**src/rtl/packet_deframer_if.sv**
```systemverilog
// Byte-stream bus for the packet deframer: upstream FIFO pop side and downstream valid/ready side.
// master is the deframer's view, slave is the view of the FIFO and sink around it.
interface packet_deframer_if;
    logic [7:0] fifo_data;
    logic       fifo_empty;
    logic       fifo_read_enable;
    logic [7:0] out_data;
    logic       out_valid;
    logic       out_ready;
    logic       out_last;
    logic       out_err;

    modport master (
        input  fifo_data,
        input  fifo_empty,
        output fifo_read_enable,
        output out_data,
        output out_valid,
        input  out_ready,
        output out_last,
        output out_err
    );

    modport slave (
        output fifo_data,
        output fifo_empty,
        input  fifo_read_enable,
        input  out_data,
        input  out_valid,
        output out_ready,
        input  out_last,
        input  out_err
    );
endinterface

```
**src/rtl/packet_deframer.sv**
```systemverilog
// HDLC-style byte-stuffed frame decoder: strips 0x7E flags and 0x7D escapes from a FIFO byte stream
// and emits payload bytes with last/err marking, holding one byte back to tag the frame end.
module packet_deframer #(
    parameter int unsigned MAX_LEN = 64
) (
    input  logic                 clk,
    input  logic                 reset,
    packet_deframer_if.master    bus,
    output logic                 frame_error,
    output logic [7:0]           error_count
);

    localparam int unsigned LEN_W   = $clog2(MAX_LEN + 1);
    localparam logic [7:0]  FLAG    = 8'h7E;
    localparam logic [7:0]  ESC_B   = 8'h7D;
    localparam logic [7:0]  ESC_XOR = 8'h20;

    typedef enum logic [1:0] {HUNT, IDLE, DATA, ESC} state_t;

    state_t           state;
    logic             hold_valid;
    logic [7:0]       hold_data;
    logic [LEN_W-1:0] len;

    logic             out_free;
    logic             pop;
    logic             is_data;
    logic [7:0]       dec_byte;

    // Pop whenever a byte is available and the output slot can absorb a possible emit.
    assign out_free             = !bus.out_valid || bus.out_ready;
    assign pop                  = !reset && !bus.fifo_empty && out_free;
    assign bus.fifo_read_enable = pop;

    // Classify the head byte: payload bytes (after unescaping) share one update path.
    always_comb begin
        is_data  = 1'b0;
        dec_byte = bus.fifo_data;
        case (state)
            IDLE, DATA: is_data = (bus.fifo_data != FLAG) && (bus.fifo_data != ESC_B);
            ESC: begin
                is_data  = (bus.fifo_data != FLAG);
                dec_byte = bus.fifo_data ^ ESC_XOR;
            end
            default: is_data = 1'b0;
        endcase
    end

    always_ff @(posedge clk or posedge reset) begin
        if (reset) begin
            state         <= HUNT;
            hold_valid    <= 1'b0;
            hold_data     <= 8'h00;
            len           <= '0;
            bus.out_valid <= 1'b0;
            bus.out_data  <= 8'h00;
            bus.out_last  <= 1'b0;
            bus.out_err   <= 1'b0;
            frame_error   <= 1'b0;
            error_count   <= 8'h00;
        end else begin
            frame_error <= 1'b0;
            if (bus.out_valid && bus.out_ready) begin
                bus.out_valid <= 1'b0;
            end

            if (pop) begin
                if (is_data) begin
                    if (len < LEN_W'(MAX_LEN)) begin
                        if (hold_valid) begin
                            bus.out_data  <= hold_data;
                            bus.out_last  <= 1'b0;
                            bus.out_err   <= 1'b0;
                            bus.out_valid <= 1'b1;
                        end
                        hold_data  <= dec_byte;
                        hold_valid <= 1'b1;
                        len        <= len + LEN_W'(1);
                        state      <= DATA;
                    end else begin
                        // Overflow: close the frame as errored and drop bytes until the next flag.
                        if (hold_valid) begin
                            bus.out_data  <= hold_data;
                            bus.out_last  <= 1'b1;
                            bus.out_err   <= 1'b1;
                            bus.out_valid <= 1'b1;
                        end
                        frame_error <= 1'b1;
                        if (error_count != 8'hFF) begin
                            error_count <= error_count + 8'd1;
                        end
                        hold_valid <= 1'b0;
                        len        <= '0;
                        state      <= HUNT;
                    end
                end else begin
                    case (state)
                        HUNT: begin
                            if (bus.fifo_data == FLAG) begin
                                state <= IDLE;
                            end
                        end
                        IDLE: begin
                            if (bus.fifo_data == ESC_B) begin
                                state <= ESC;
                            end
                        end
                        DATA: begin
                            if (bus.fifo_data == FLAG) begin
                                if (hold_valid) begin
                                    bus.out_data  <= hold_data;
                                    bus.out_last  <= 1'b1;
                                    bus.out_err   <= 1'b0;
                                    bus.out_valid <= 1'b1;
                                end
                                hold_valid <= 1'b0;
                                len        <= '0;
                                state      <= IDLE;
                            end else begin
                                state <= ESC;
                            end
                        end
                        ESC: begin
                            // Flag after escape aborts the frame; the flag itself opens the next one.
                            if (hold_valid) begin
                                bus.out_data  <= hold_data;
                                bus.out_last  <= 1'b1;
                                bus.out_err   <= 1'b1;
                                bus.out_valid <= 1'b1;
                            end
                            frame_error <= 1'b1;
                            if (error_count != 8'hFF) begin
                                error_count <= error_count + 8'd1;
                            end
                            hold_valid <= 1'b0;
                            len        <= '0;
                            state      <= IDLE;
                        end
                        default: state <= HUNT;
                    endcase
                end
            end
        end
    end

endmodule

```
**src/flat_wrapper.sv**
```systemverilog
// flat-port wrapper written by rule: the top's interface ports become plain ports
module packet_deframer_flat 
#(
    parameter int unsigned MAX_LEN = 64
)
  (clk, reset, frame_error, error_count, bus_fifo_data, bus_fifo_empty, bus_fifo_read_enable, bus_out_data, bus_out_valid, bus_out_ready, bus_out_last, bus_out_err);
  packet_deframer_if bus_i ();
  input  logic clk;
  input  logic reset;
  output logic frame_error;
  output logic [7:0] error_count;
  input wire logic [$bits(bus_i.fifo_data)-1:0] bus_fifo_data;
  input wire logic [$bits(bus_i.fifo_empty)-1:0] bus_fifo_empty;
  output wire logic [$bits(bus_i.fifo_read_enable)-1:0] bus_fifo_read_enable;
  output wire logic [$bits(bus_i.out_data)-1:0] bus_out_data;
  output wire logic [$bits(bus_i.out_valid)-1:0] bus_out_valid;
  input wire logic [$bits(bus_i.out_ready)-1:0] bus_out_ready;
  output wire logic [$bits(bus_i.out_last)-1:0] bus_out_last;
  output wire logic [$bits(bus_i.out_err)-1:0] bus_out_err;
  assign bus_i.fifo_data = bus_fifo_data;
  assign bus_i.fifo_empty = bus_fifo_empty;
  assign bus_fifo_read_enable = bus_i.fifo_read_enable;
  assign bus_out_data = bus_i.out_data;
  assign bus_out_valid = bus_i.out_valid;
  assign bus_i.out_ready = bus_out_ready;
  assign bus_out_last = bus_i.out_last;
  assign bus_out_err = bus_i.out_err;
  packet_deframer #(.MAX_LEN(MAX_LEN)) u_core (.clk(clk), .reset(reset), .bus(bus_i), .frame_error(frame_error), .error_count(error_count));
endmodule
```
**config.mk**
```make
export PLATFORM = sky130hd
export DESIGN_NAME = packet_deframer_flat
export DESIGN_NICKNAME = d
export VERILOG_FILES = /design/src/rtl/packet_deframer_if.sv /design/src/rtl/packet_deframer.sv /design/src/flat_wrapper.sv
export SDC_FILE = /design/constraint.sdc
export NUM_CORES = 1
export LEC_CHECK = 0
export ABC_AREA = 1
export BUFFER_PORTS_ARGS = -buffer_cell sky130_fd_sc_hd__buf_2
export CAP_MARGIN = 20
export CORE_AREA = 2 2 93 95
export DETAILED_ROUTE_END_ITERATION = 6
export DIE_AREA = 0 0 95 97
export GPL_TIMING_DRIVEN = 0
export PLACE_DENSITY = 0.53
export SLEW_MARGIN = 30
export SYNTH_ARGS = -nofsm -noshare
export SYNTH_HDL_FRONTEND = slang
export SYNTH_SLANG_ARGS = --single-unit
export TNS_END_PERCENT = 10
```
**constraint.sdc**
```tcl
create_clock -name clk -period 2.3 [get_ports clk]
set_clock_uncertainty 0.2 [all_clocks]
set_input_delay 0.575 -clock clk [delete_from_list [all_inputs] [get_ports clk]]
set_output_delay 0.575 -clock clk [all_outputs]
set_load 0.01 [all_outputs]
```
==> results of run 1 <==
[power by group]
part           switching (uW)  total (uW)  internal, uW
clock network             256         690           435
logic                     878        1420           539
registers                 171        1080           910
total                    1300        3190          1880
[synthesized netlist by cell type (3+ instances only)]
| cell | n |
|---|---|
| sky130_fd_sc_hd__nand2_1 | 97 |
| sky130_fd_sc_hd__dfrtp_1 | 38 |
| sky130_fd_sc_hd__nand3_1 | 17 |
| sky130_fd_sc_hd__inv_1 | 15 |
| sky130_fd_sc_hd__nand4_1 | 9 |
| sky130_fd_sc_hd__ha_1 | 7 |
| sky130_fd_sc_hd__nand2_2 | 7 |
| sky130_fd_sc_hd__xor2_1 | 7 |
| sky130_fd_sc_hd__nor2_1 | 6 |
| sky130_fd_sc_hd__o21ai_0 | 4 |
| sky130_fd_sc_hd__buf_6 | 3 |
| sky130_fd_sc_hd__o21ai_2 | 3 |
| sky130_fd_sc_hd__xnor2_1 | 3 |
[cell families (layout without fill, tap and decap cells)]
family | after synthesis | after routing
adders and majority gates | 7 | 7
buffers and inverters | 23 | 63
DFF | 38 | 38
and+or+nand+nor | 145 | 145
xor gates and xnor gates | 10 | 10
AOI/OAI and AO/OA | 13 | 13
[metal layers]
| metal | share of wire | global-route usage |
|---|---|---|
| met1 | 0.47 | 0.122 |
| met2 | 0.46 | 0.152 |
| met3 | 0.044 | 0.0312 |
| met4 | 0.027 | 0.0546 |
| met5 | 0 | 0 |
[final cells by class]
class                      count  area, um^2  area share
buffer                         5        48.8      0.0198
clock buffer                   5        68.8      0.0279
clock inverter                 3        68.8      0.0279
inverter                      17        63.8      0.0259
multi-input combinational    175         950       0.386
sequential                    38         951       0.386
tap                          105         131      0.0534
timing repair buffer          33         180      0.0732
[metrics by stage]
step | util | hold WS (ps) | cell area, um^2 | cells | setup TNS, ps
after CTS | 0.303 | 44.8 | 2460 | 381 | 0
after global routing | 0.303 | 64.7 | 2460 | 381 | 0
after global placement | 0.284 | 252 | 2310 | 373 | -175
after floorplan | - | 242 | 2020 | 236 | 0
after detailed placement | 0.286 | 259 | 2330 | 374 | -168
final | 0.303 | 30.7 | 2460 | 381 | 0
[state kept, by name, indices dropped and copies added, names as in the netlist, named ones only]
name and cells:
u_core.len 7, u_core.bus.out_valid 1, u_core.bus.out_data 8, u_core.state 2, u_core.error_count 8, u_core.hold_valid 1
u_core.bus.out_last 1, u_core.frame_error 1, u_core.hold_data 8
[placed cells by master, fill, tap and decap left out, types with 4 or more instances in the layout]
cell,n
sky130_fd_sc_hd__clkbuf_8,5
sky130_fd_sc_hd__buf_2,32
sky130_fd_sc_hd__nand2_1,97
sky130_fd_sc_hd__dfrtp_1,38
sky130_fd_sc_hd__nand4_1,9
sky130_fd_sc_hd__nand2_2,7
sky130_fd_sc_hd__nor2_1,6
sky130_fd_sc_hd__o21ai_0,4
sky130_fd_sc_hd__nand3_1,17
sky130_fd_sc_hd__ha_1,7
sky130_fd_sc_hd__inv_1,14
sky130_fd_sc_hd__xor2_1,7
[how the worst max path moves through the flow]
stage	startpoint	to	slack [ps]	depth (start not counted)
2_1_floorplan	bus_fifo_empty	bus_fifo_read_enable	310	4
3_3_place_gp	bus_fifo_empty	bus_fifo_read_enable	-170	6
3_5_place_dp	reset	bus_fifo_read_enable	-170	6
4_1_cts	reset	bus_fifo_read_enable	120	5
5_1_grt	u_core.bus.out_valid$_DFF_PP0_	bus_fifo_read_enable	50	4
6_report	reset	bus_fifo_read_enable	140	5
==> impl_summary.txt, run 1 <==
----------------------------------------------------
[Yosys]
  Number of enable-type register cells in the synthesized netlist ... 0
  Area share of the largest cell type after synthesis ... 0.471
  Main combinational cell family by area after synthesis ... simple AND/OR/NAND/NOR gates
  Post-synthesis simple-gate area fraction ... 0.331
  Multiplexer fraction of the synthesized cell area ... 0
  Cell type with the highest aggregate area in the netlist ... sky130_fd_sc_hd__dfrtp_1
  Number of instances in the synthesized netlist ... 236
  Post-synthesis area per instance ... 8.55 um^2
  Post-synthesis xor/xnor area fraction ... 0.0434
  Most area-consuming cells after synthesis ... sky130_fd_sc_hd__dfrtp_1 47%, sky130_fd_sc_hd__nand2_1 18%, sky130_fd_sc_hd__ha_1 4.3%, sky130_fd_sc_hd__nand3_1 4.2%, sky130_fd_sc_hd__xor2_1 3.0%
  Adder and majority gate portion of the synthesized area ... 0.0434
  Netlist cell types ... 26
  Post-synthesis sequential area ratio ... 0.471
  Number of warning messages in the yosys log ... 0
  FF+latch count, synth ... 38
  Post-synth net total ... 255
  Ys async rst share ... 1.00
  Compound-gate portion of the synthesized area ... 0.0527
  Total standard cell area after synthesis ... 2020 um^2
  Most frequently used flop master after synthesis ... sky130_fd_sc_hd__dfrtp_1

[Setup path]
  Worst R2R End ... u_core.error_count[2]$_DFFE_PP0P_
  Cell type of the slowest stage on the worst timing path ... sky130_fd_sc_hd__inv_2
  Data required time at the worst endpoint ... 1520 ps
  Peak per-stage delay on the critical path ... 270 ps
  Endpoint arrival time on the critical path ... 1390 ps
  Kind of end point of the critical path ... output port
  Logic depth of the worst register-to-register path ... 7
  Register-to-register path setup slack ... 270 ps
  Combined buffer and inverter count along the critical path ... 3
  Category of the critical setup timing path ... primary input to output port
  Kind of cell adding the most delay to the critical path ... buffers and inverters
  Sort of element at the start of the critical path ... primary input
  Sequence of cells on the critical path ... buf_2, nor2_1, nand2_1, inv_2, buf_2
  Most numerous cell on the critical path ... sky130_fd_sc_hd__buf_2
  Critical-path maximum fanout ... 16
  Critical R2R Launch ... u_core.error_count[0]$_DFFE_PP0P_

[Pwr]
  Tot Pwr ... 3190 uW
  Leakage power ... 0.00131 uW
  IR Drop Worst-Case VDD ... 438 uV
  Total power density per cell area ... 1290 nW/um^2

[Clock tree]
  Number of buffers inserted for hold repair after clock tree synthesis ... 0
  Quantity of gates resized following cts ... 0
  Count of H-tree levels built during CTS ... 2
  Longest Clk Path Bufs ... 2
  TritonCTS buffer count ... 5
  Post-CTS Setup Repair Bufs ... 0
  Number of clock sinks seen by CTS ... 38
  Source-to-sink clock delay at the later pin of the worst-skew pair ... 300 ps
  Root Buffer Master ... sky130_fd_sc_hd__clkbuf_8
  Clock tree from TritonCTS ... built
  Post-CTS clock slew at the launch and capture registers of the worst setup and hold paths ... 80 ps

[Routing]
  Antenna-violating nets left ... 0
  Routed via count ... 1624
  Post-detailed-route DRC marker count ... 0
  Vias/cell ... 4.26
  Wirelength per Cell ... 11.1 um
  Router iterations before antenna repair ... 4
  Number of violations reported at the end of detailed-routing iteration 0 ... 91
  Routed Wire Length ... 4220 um

[STA]
  Actual transition at the worst max-transition pin ... 467 ps
  Number of max-slew violations in the final report ... 0
  Final critical-path required period ... 2160 ps
  Post-layout worst setup margin ... 137 ps
  Relative slew margins ... 0.688
  Maximum achievable frequency ... 462 MHz
  Ratio of final minimum period to clock period ... 0.940
  Total count of hold-check failures in the final report ... 0
  Unrepaired setup endpoints after global routing ... no
  Count of endpoints failing setup in the final report ... 0

[Final layout]
  Final-stage net count ... 294
  Signed area change from the synthesized netlist to the final layout ... 22.1%
  Antenna diode count ... 0
  Number of fill cells in the layout ... 828
  Share of post-route cells with drive strength above 1 ... 0.250

[Placed design]
  Number of port buffers ... 32
  Worst setup timing slack at the placement stage ... -168 ps
  Post-detail-place hpwl ... 3120 um
  GPL Wtd Cong ... 0.877

[Global routing]
  All-Layer GR Usage ... 0.0990
  Remaining global-route overflow ... 0
  Vias in the first global route ... 1584
  Initial antenna violation count ... 0
  Pin count of the biggest net entering global routing ... 26
  First-pass GRT wire length ... 7220 um

[Flow run]
  Count of maximum capacitance violations ... 0

[Hold path]
  Worst hold path type ... primary input to async pin

[Floorplan]
  Height of the die ... 97 um
  Floorplan core area ... 8130 um^2
  Rows ... 33
  Area of the die ... 9220 um^2
  Die span in x ... 95 um
  Number of placed I/O pins ... 33
  Effective utilization at floorplan ... 0.248

[Outcome]
  Status ... completed

----------------------------------------------------
Note: power is estimated with default switching activity, not from simulation.
==> run 2, diff against run 1 <==
--- a/config.mk
+++ b/config.mk
@@ -12,6 +12,7 @@
 export DETAILED_ROUTE_END_ITERATION = 6
 export DIE_AREA = 0 0 95 97
 export GPL_TIMING_DRIVEN = 0
+export HOLD_SLACK_MARGIN = 0.15
 export PLACE_DENSITY = 0.53
 export SLEW_MARGIN = 30
 export SYNTH_ARGS = -nofsm -noshare
==> impl_summary.txt, run 2 (synthesis gave the netlist of run 1 again) <==
----------------------------------------------------
[Routing]
  DR WL met2 ... 1940 um (was 1950 um)
  Met1 Wirelength ... 2000 um (was 1970 um)
  Router iterations before antenna repair ... 4 (unchanged)
  Antenna-violating nets left ... 0 (unchanged)
  Vias/cell ... 4.27 (was 4.26)
  Post-detailed-route DRC marker count ... 0 (unchanged)
  Highest metal layer with signal wires ... met4 (unchanged)
  Met3 wirelength from detailed routing ... 167 um (was 186 um)
  Routed via count ... 1632 (was 1624)
  Routed Wire Length ... 4230 um (was 4220 um)
  Wirelength per Cell ... 11.1 um (about the same)
  Number of violations reported at the end of detailed-routing iteration 0 ... 89 (was 91)

[Clock tree]
  TritonCTS buffer count ... 5 (unchanged)
  Post-CTS Setup Repair Bufs ... 0 (unchanged)
  Longest Clk Path Bufs ... 2 (unchanged)
  Quantity of gates resized following cts ... 0 (unchanged)
  Clock tree from TritonCTS ... built (unchanged)
  Count of H-tree levels built during CTS ... 2 (unchanged)
  Root Buffer Master ... sky130_fd_sc_hd__clkbuf_8 (unchanged)
  Number of clock sinks seen by CTS ... 38 (unchanged)
  Source-to-sink clock delay at the later pin of the worst-skew pair ... 300 ps (about the same)
  Post-CTS clock slew at the launch and capture registers of the worst setup and hold paths ... 70 ps (was 80 ps)

[STA]
  Number of max-slew violations in the final report ... 0 (unchanged)
  Maximum achievable frequency ... 463 MHz (was 462 MHz)
  Total count of hold-check failures in the final report ... 0 (unchanged)
  Final critical-path required period ... 2160 ps (about the same)
  Worst slack on hold paths ... 275 ps (was 30.7 ps)
  Actual transition at the worst max-transition pin ... 467 ps (about the same)
  Count of endpoints failing setup in the final report ... 0 (unchanged)
  Ratio of final minimum period to clock period ... 0.939 (was 0.940)
  Relative slew margins ... 0.688 (about the same)
  Unrepaired setup endpoints after global routing ... no (unchanged)

[Hold path]
  Origin of the worst min-delay path ... u_core.hold_data[4]$_DFFE_PP0P_
  Worst hold path type ... flop to flop (was primary input to async pin)

[Setup path]
  Sequence of cells on the critical path ... buf_2, nor2_1, nand2_1, inv_2, buf_2 (unchanged)
  Kind of cell adding the most delay to the critical path ... buffers and inverters (unchanged)
  Cell type of the slowest stage on the worst timing path ... sky130_fd_sc_hd__inv_2 (unchanged)
  Endpoint arrival time on the critical path ... 1380 ps (was 1390 ps)
  Critical Path Stages ... 5 (unchanged)
  Peak per-stage delay on the critical path ... 270 ps (about the same)
  Worst Setup EP ... bus_fifo_read_enable (unchanged)
  Critical R2R Launch ... u_core.error_count[0]$_DFFE_PP0P_ (unchanged)
  Register-to-register path setup slack ... 270 ps (about the same)
  Category of the critical setup timing path ... primary input to output port (unchanged)
  Data required time at the worst endpoint ... 1520 ps (about the same)
  Worst R2R End ... u_core.error_count[2]$_DFFE_PP0P_ (unchanged)
  Combined buffer and inverter count along the critical path ... 3 (unchanged)
  Kind of end point of the critical path ... output port (unchanged)
  Critical-path maximum fanout ... 16 (unchanged)
  Worst Setup SP ... bus_fifo_empty (was reset)
  Logic depth of the worst register-to-register path ... 7 (unchanged)
  Most numerous cell on the critical path ... sky130_fd_sc_hd__buf_2 (unchanged)
  Sort of element at the start of the critical path ... primary input (unchanged)

[Final layout]
  Antenna diode count ... 0 (unchanged)
  Top library cells by usage in the layout, fill and taps aside ... 97 x sky130_fd_sc_hd__nand2_1, 38 x sky130_fd_sc_hd__dfrtp_1, 32 x sky130_fd_sc_hd__buf_2, 17 x sky130_fd_sc_hd__nand3_1, 14 x sky130_fd_sc_hd__inv_1 (unchanged)
  Final non-filler cell total ... 382 (was 381)
  Final-stage net count ... 295 (was 294)
  Share of post-route cells with drive strength above 1 ... 0.249 (was 0.250)
  Signed area change from the synthesized netlist to the final layout ... 22.6% (was 22.1%)
  Largest registers ... u_core.bus.out_data: 8 flops, u_core.error_count: 8 flops, u_core.hold_data: 8 flops (unchanged)
  Leading cell type in the layout, fill and taps excluded ... sky130_fd_sc_hd__nand2_1 (unchanged)
  Layout Utilization ... 0.304 (was 0.303)

[Placed design]
  Placed Cells ... 374 (unchanged)
  GPL Wtd Cong ... 0.877 (unchanged)
  Post-detail-place hpwl ... 3120 um (unchanged)
  Number of port buffers ... 32 (unchanged)

[Global routing]
  Initial antenna violation count ... 0 (unchanged)
  All-Layer GR Usage ... 0.0990 (unchanged)
  Pin count of the biggest net entering global routing ... 26 (unchanged)
  Vias in the first global route ... 1584 (unchanged)
  Remaining global-route overflow ... 0 (unchanged)
  First-pass GRT wire length ... 7220 um (unchanged)

[Pwr]
  Total power density per cell area ... 1290 nW/um^2 (about the same)
  IR Drop Worst-Case VDD ... 438 uV (about the same)
  Leakage power ... 0.00132 uW (was 0.00131 uW)

[Flow run]
  Count of maximum capacitance violations ... 0 (unchanged)

[Floorplan]
  Floorplan core area ... 8130 um^2 (unchanged)
  Effective utilization at floorplan ... 0.248 (unchanged)
  Area of the die ... 9220 um^2 (unchanged)
  Rows ... 33 (unchanged)
  Die span in x ... 95 um (unchanged)
  Number of placed I/O pins ... 33 (unchanged)
  Height of the die ... 97 um (unchanged)

[Outcome]
  Status ... completed (unchanged)

----------------------------------------------------
## run 2: stage by stage
step	total power, uW	setup WS, ps	cell area, um^2	setup TNS (ps)
floorplan	2160	314	2020	0
global placement	2500	-175	2310	-175
detailed placement	2530	-168	2330	-168
CTS	3230	120	2470	0
global route	3460	53.3	2470	0
finish	3190	140	2470	0
## run 2: worst register-to-register path, delay by kind of cell (launching register included)
| kind | cells | cell delay [ps] |
|---|---|---|
| AOI/OAI and AO/OA | 1 | 370 |
| and+or+nand+nor | 5 | 660 |
| adders and majority gates | 1 | 250 |
| DFF | 1 | 440 |
## run 2: final cells by class
cell class	count	area, um^2
Buffer	5	48.8
Clock buffer	5	68.8
Clock inverter	3	68.8
Fill cell	827	5660
Inverter	17	63.8
Multi-Input combinational cell	175	950
Sequential cell	38	951
Tap cell	105	131
Timing Repair Buffer	34	190
## run 2: per-layer routing
metal	global-route usage	vias to the layer above
li1	-	829
met1	0.122	762
met2	0.152	29
met3	0.0312	12
met4	0.0546	0
met5	0	-
## run 2: power by group
part           switching [uW]  internal, uW
Sequential                171           910
Combinational             879           540
Clock                     256           435
Total                    1310          1890
## run 2: worst min-delay path by stage
stage          cells past startpoint                            endpoint  slack (ps)
3_5_place_dp                       2  u_core.bus.out_data[3]$_DFFE_PP0P_         260
6_report                           2     u_core.hold_data[4]$_DFFE_PP0P_         270
5_1_grt                            2  u_core.bus.out_data[2]$_DFFE_PP0P_         300
4_1_cts                            2     u_core.hold_data[4]$_DFFE_PP0P_         280
3_3_place_gp                       2  u_core.bus.out_data[4]$_DFFE_PP0P_         250
2_1_floorplan                      2  u_core.bus.out_data[0]$_DFFE_PP0P_         240
## run 2: timing repair
item | CTS | global route
hold buffers | 1 | 0
endpoints found under the hold margin | 13 | 0
setup endpoints to repair | 1 | 0
==> run 3, diff against run 2 <==
--- a/config.mk
+++ b/config.mk
@@ -8,12 +8,12 @@
 export ABC_AREA = 1
 export BUFFER_PORTS_ARGS = -buffer_cell sky130_fd_sc_hd__buf_2
 export CAP_MARGIN = 20
-export CORE_AREA = 2 2 93 95
+export CORE_AREA = 2 2 66 68
 export DETAILED_ROUTE_END_ITERATION = 6
-export DIE_AREA = 0 0 95 97
+export DIE_AREA = 0 0 68 70
 export GPL_TIMING_DRIVEN = 0
 export HOLD_SLACK_MARGIN = 0.15
-export PLACE_DENSITY = 0.53
+export PLACE_DENSITY = 0.84
 export SLEW_MARGIN = 30
 export SYNTH_ARGS = -nofsm -noshare
 export SYNTH_HDL_FRONTEND = slang
==> impl_summary.txt, run 3 (synthesis gave the netlist of run 1 again) <==
----------------------------------------------------
[Final layout]
  Largest registers ... u_core.bus.out_data: 8 flops, u_core.error_count: 8 flops, u_core.hold_data: 8 flops (unchanged)
  Signed area change from the synthesized netlist to the final layout ... 17.6% (was 22.6%)
  Leading cell type in the layout, fill and taps excluded ... sky130_fd_sc_hd__nand2_1 (unchanged)
  Register area ... 951 um^2 (unchanged)
  Final-stage net count ... 295 (unchanged)
  Fin area ... 2370 um^2 (was 2470 um^2)
  Number of fill cells in the layout ... 370 (was 827)
  Final non-filler cell total ... 329 (was 382)
  Antenna diode count ... 0 (unchanged)
  Area used by multi-input combinational logic ... 950 um^2 (unchanged)
  Layout Utilization ... 0.572 (was 0.304)
  Share of post-route cells with drive strength above 1 ... 0.249 (unchanged)
  Top library cells by usage in the layout, fill and taps aside ... 97 x sky130_fd_sc_hd__nand2_1, 38 x sky130_fd_sc_hd__dfrtp_1, 32 x sky130_fd_sc_hd__buf_2, 17 x sky130_fd_sc_hd__nand3_1, 14 x sky130_fd_sc_hd__inv_1 (unchanged)

[Clock tree]
  Root Buffer Master ... sky130_fd_sc_hd__clkbuf_8 (unchanged)
  TritonCTS buffer count ... 5 (unchanged)
  Count of H-tree levels built during CTS ... 2 (unchanged)
  Source-to-sink clock delay at the later pin of the worst-skew pair ... 300 ps (about the same)
  Number of clock sinks seen by CTS ... 38 (unchanged)
  Post-CTS Setup Repair Bufs ... 0 (unchanged)
  Clock tree from TritonCTS ... built (unchanged)
  Quantity of gates resized following cts ... 0 (unchanged)
  Longest Clk Path Bufs ... 2 (unchanged)
  Post-CTS clock slew at the launch and capture registers of the worst setup and hold paths ... 70 ps (about the same)

[Placed design]
  Post-detail-place hpwl ... 2890 um (was 3120 um)
  GPL Wtd Cong ... 0.798 (was 0.877)
  Placed cell area ... 2270 um^2 (was 2330 um^2)
  Number of port buffers ... 32 (unchanged)
  Placed Cells ... 321 (was 374)

[Floorplan]
  Effective utilization at floorplan ... 0.487 (was 0.248)
  Floorplan core area ... 4140 um^2 (was 8130 um^2)
  Number of placed I/O pins ... 33 (unchanged)
  Height of the die ... 70 um (was 97 um)
  Die span in x ... 68 um (was 95 um)
  Rows ... 24 (was 33)
  Area of the die ... 4760 um^2 (was 9220 um^2)

[Routing]
  Post-detailed-route DRC marker count ... 0 (unchanged)
  Met1 Wirelength ... 1770 um (was 2000 um)
  DR WL met2 ... 1990 um (was 1940 um)
  Wirelength per Cell ... 12.1 um (was 11.1 um)
  Vias/cell ... 4.99 (was 4.27)
  Router iterations before antenna repair ... 4 (unchanged)
  Routed Wire Length ... 3980 um (was 4230 um)
  Highest metal layer with signal wires ... met4 (unchanged)
  Met3 wirelength from detailed routing ... 123 um (was 167 um)
  Antenna-violating nets left ... 0 (unchanged)
  Routed via count ... 1643 (was 1632)
  Number of violations reported at the end of detailed-routing iteration 0 ... 121 (was 89)

[STA]
  Relative slew margins ... 0.705 (was 0.688)
  Number of max-slew violations in the final report ... 0 (unchanged)
  Ratio of final minimum period to clock period ... 0.936 (was 0.939)
  Actual transition at the worst max-transition pin ... 441 ps (was 467 ps)
  Unrepaired setup endpoints after global routing ... no (unchanged)
  Worst slack on hold paths ... 267 ps (was 275 ps)
  Maximum achievable frequency ... 464 MHz (was 463 MHz)
  Final total negative setup slack ... 0 ps (unchanged)
  Total count of hold-check failures in the final report ... 0 (unchanged)
  Count of endpoints failing setup in the final report ... 0 (unchanged)
  Final critical-path required period ... 2150 ps (was 2160 ps)

[Global routing]
  Remaining global-route overflow ... 0 (unchanged)
  Pin count of the biggest net entering global routing ... 23 (was 26)
  First-pass GRT wire length ... 7000 um (was 7220 um)
  Vias in the first global route ... 1594 (was 1584)
  Initial antenna violation count ... 0 (unchanged)
  All-Layer GR Usage ... 0.192 (was 0.0990)

[Setup path]
  Sort of element at the start of the critical path ... flop (was primary input)
  Data required time at the worst endpoint ... 1520 ps (about the same)
  Peak per-stage delay on the critical path ... 400 ps (was 270 ps)
  Kind of cell adding the most delay to the critical path ... buffers and inverters (unchanged)
  Kind of end point of the critical path ... output port (unchanged)
  Combined buffer and inverter count along the critical path ... 2 (was 3)
  Critical-path maximum fanout ... 16 (unchanged)
  Category of the critical setup timing path ... flop to output port (was primary input to output port)
  Sequence of cells on the critical path ... nand2_1, nand2_1, inv_2, buf_2 (was buf_2, nor2_1, nand2_1, inv_2, buf_2)
  Endpoint arrival time on the critical path ... 1380 ps (about the same)
  Most numerous cell on the critical path ... sky130_fd_sc_hd__nand2_1 (was sky130_fd_sc_hd__buf_2)
  Cell type of the slowest stage on the worst timing path ... sky130_fd_sc_hd__dfrtp_1 (was sky130_fd_sc_hd__inv_2)

[Outcome]
  Status ... completed (unchanged)

[Pwr]
  Total power density per cell area ... 1270 nW/um^2 (was 1290 nW/um^2)
  IR Drop Worst-Case VDD ... 466 uV (was 438 uV)
  Leakage power ... 0.00130 uW (was 0.00132 uW)

[Hold path]
  Worst hold path type ... flop to flop (unchanged)

[Flow run]
  Count of maximum capacitance violations ... 0 (unchanged)

----------------------------------------------------
-- run 3: through the flow --
stage | power (uW) | worst slack [ps]
after floorplan | 2160 | 314
after global placement | 2450 | -159
after detailed placement | 2520 | -142
after CTS | 3010 | 150
after global routing | 3250 | 57.2
final | 3000 | 147
-- run 3: repair_timing --
action,CTS,global route
endpoints found under the setup margin,1,0
hold buffers,1,0
hold endpoints to repair,16,0
-- run 3: path summary, 6_finish.rpt --
| path | from | to | cells after the start | slack, ps |
|---|---|---|---|---|
| hold reg to reg | u_core.hold_data[0]$_DFFE_PP0P_ | u_core.bus.out_data[0]$_DFFE_PP0P_ | 2 | 270 |
| min in group asynchronous | reset | u_core.len[4]$_DFFE_PP0P_ | 3 | 640 |
| setup / recovery | u_core.bus.out_valid$_DFF_PP0_ | bus_fifo_read_enable | 4 | 150 |
| max in group asynchronous | reset | u_core.error_count[4]$_DFFE_PP0P_ | 4 | 820 |
| setup reg to reg | u_core.error_count[0]$_DFFE_PP0P_ | u_core.error_count[6]$_DFFE_PP0P_ | 7 | 250 |
| hold / removal | u_core.hold_data[0]$_DFFE_PP0P_ | u_core.bus.out_data[0]$_DFFE_PP0P_ | 2 | 270 |
-- run 3: layout make-up --
type                    count  share of cell area
flip-flops and latches     38               0.401
multi-input cells         175               0.401
repair buffers             34              0.0834
clock buffers               6              0.0348
well taps                  52              0.0274
inverters                  17              0.0269
plain buffers               5              0.0206
clock inverters             2             0.00528
-- run 3: report_power, final --
group	internal, uW	switching [uW]	total, uW
clock network	241	238	478
registers	910	176	1090
logic	544	893	1440
total	1690	1310	3000
-- run 3: per-layer routing --
layer	up-vias	GRT usage
li1	826	-
met1	776	0.242
met2	30	0.311
met3	11	0.0435
met4	0	0.0822
met5	-	0
-- run 3: worst min-delay path, cell delays in order, from the launching register on --
cell	delay (ps)
sky130_fd_sc_hd__dfrtp_1	340
sky130_fd_sc_hd__nand2_1	50
sky130_fd_sc_hd__nand2_1	40
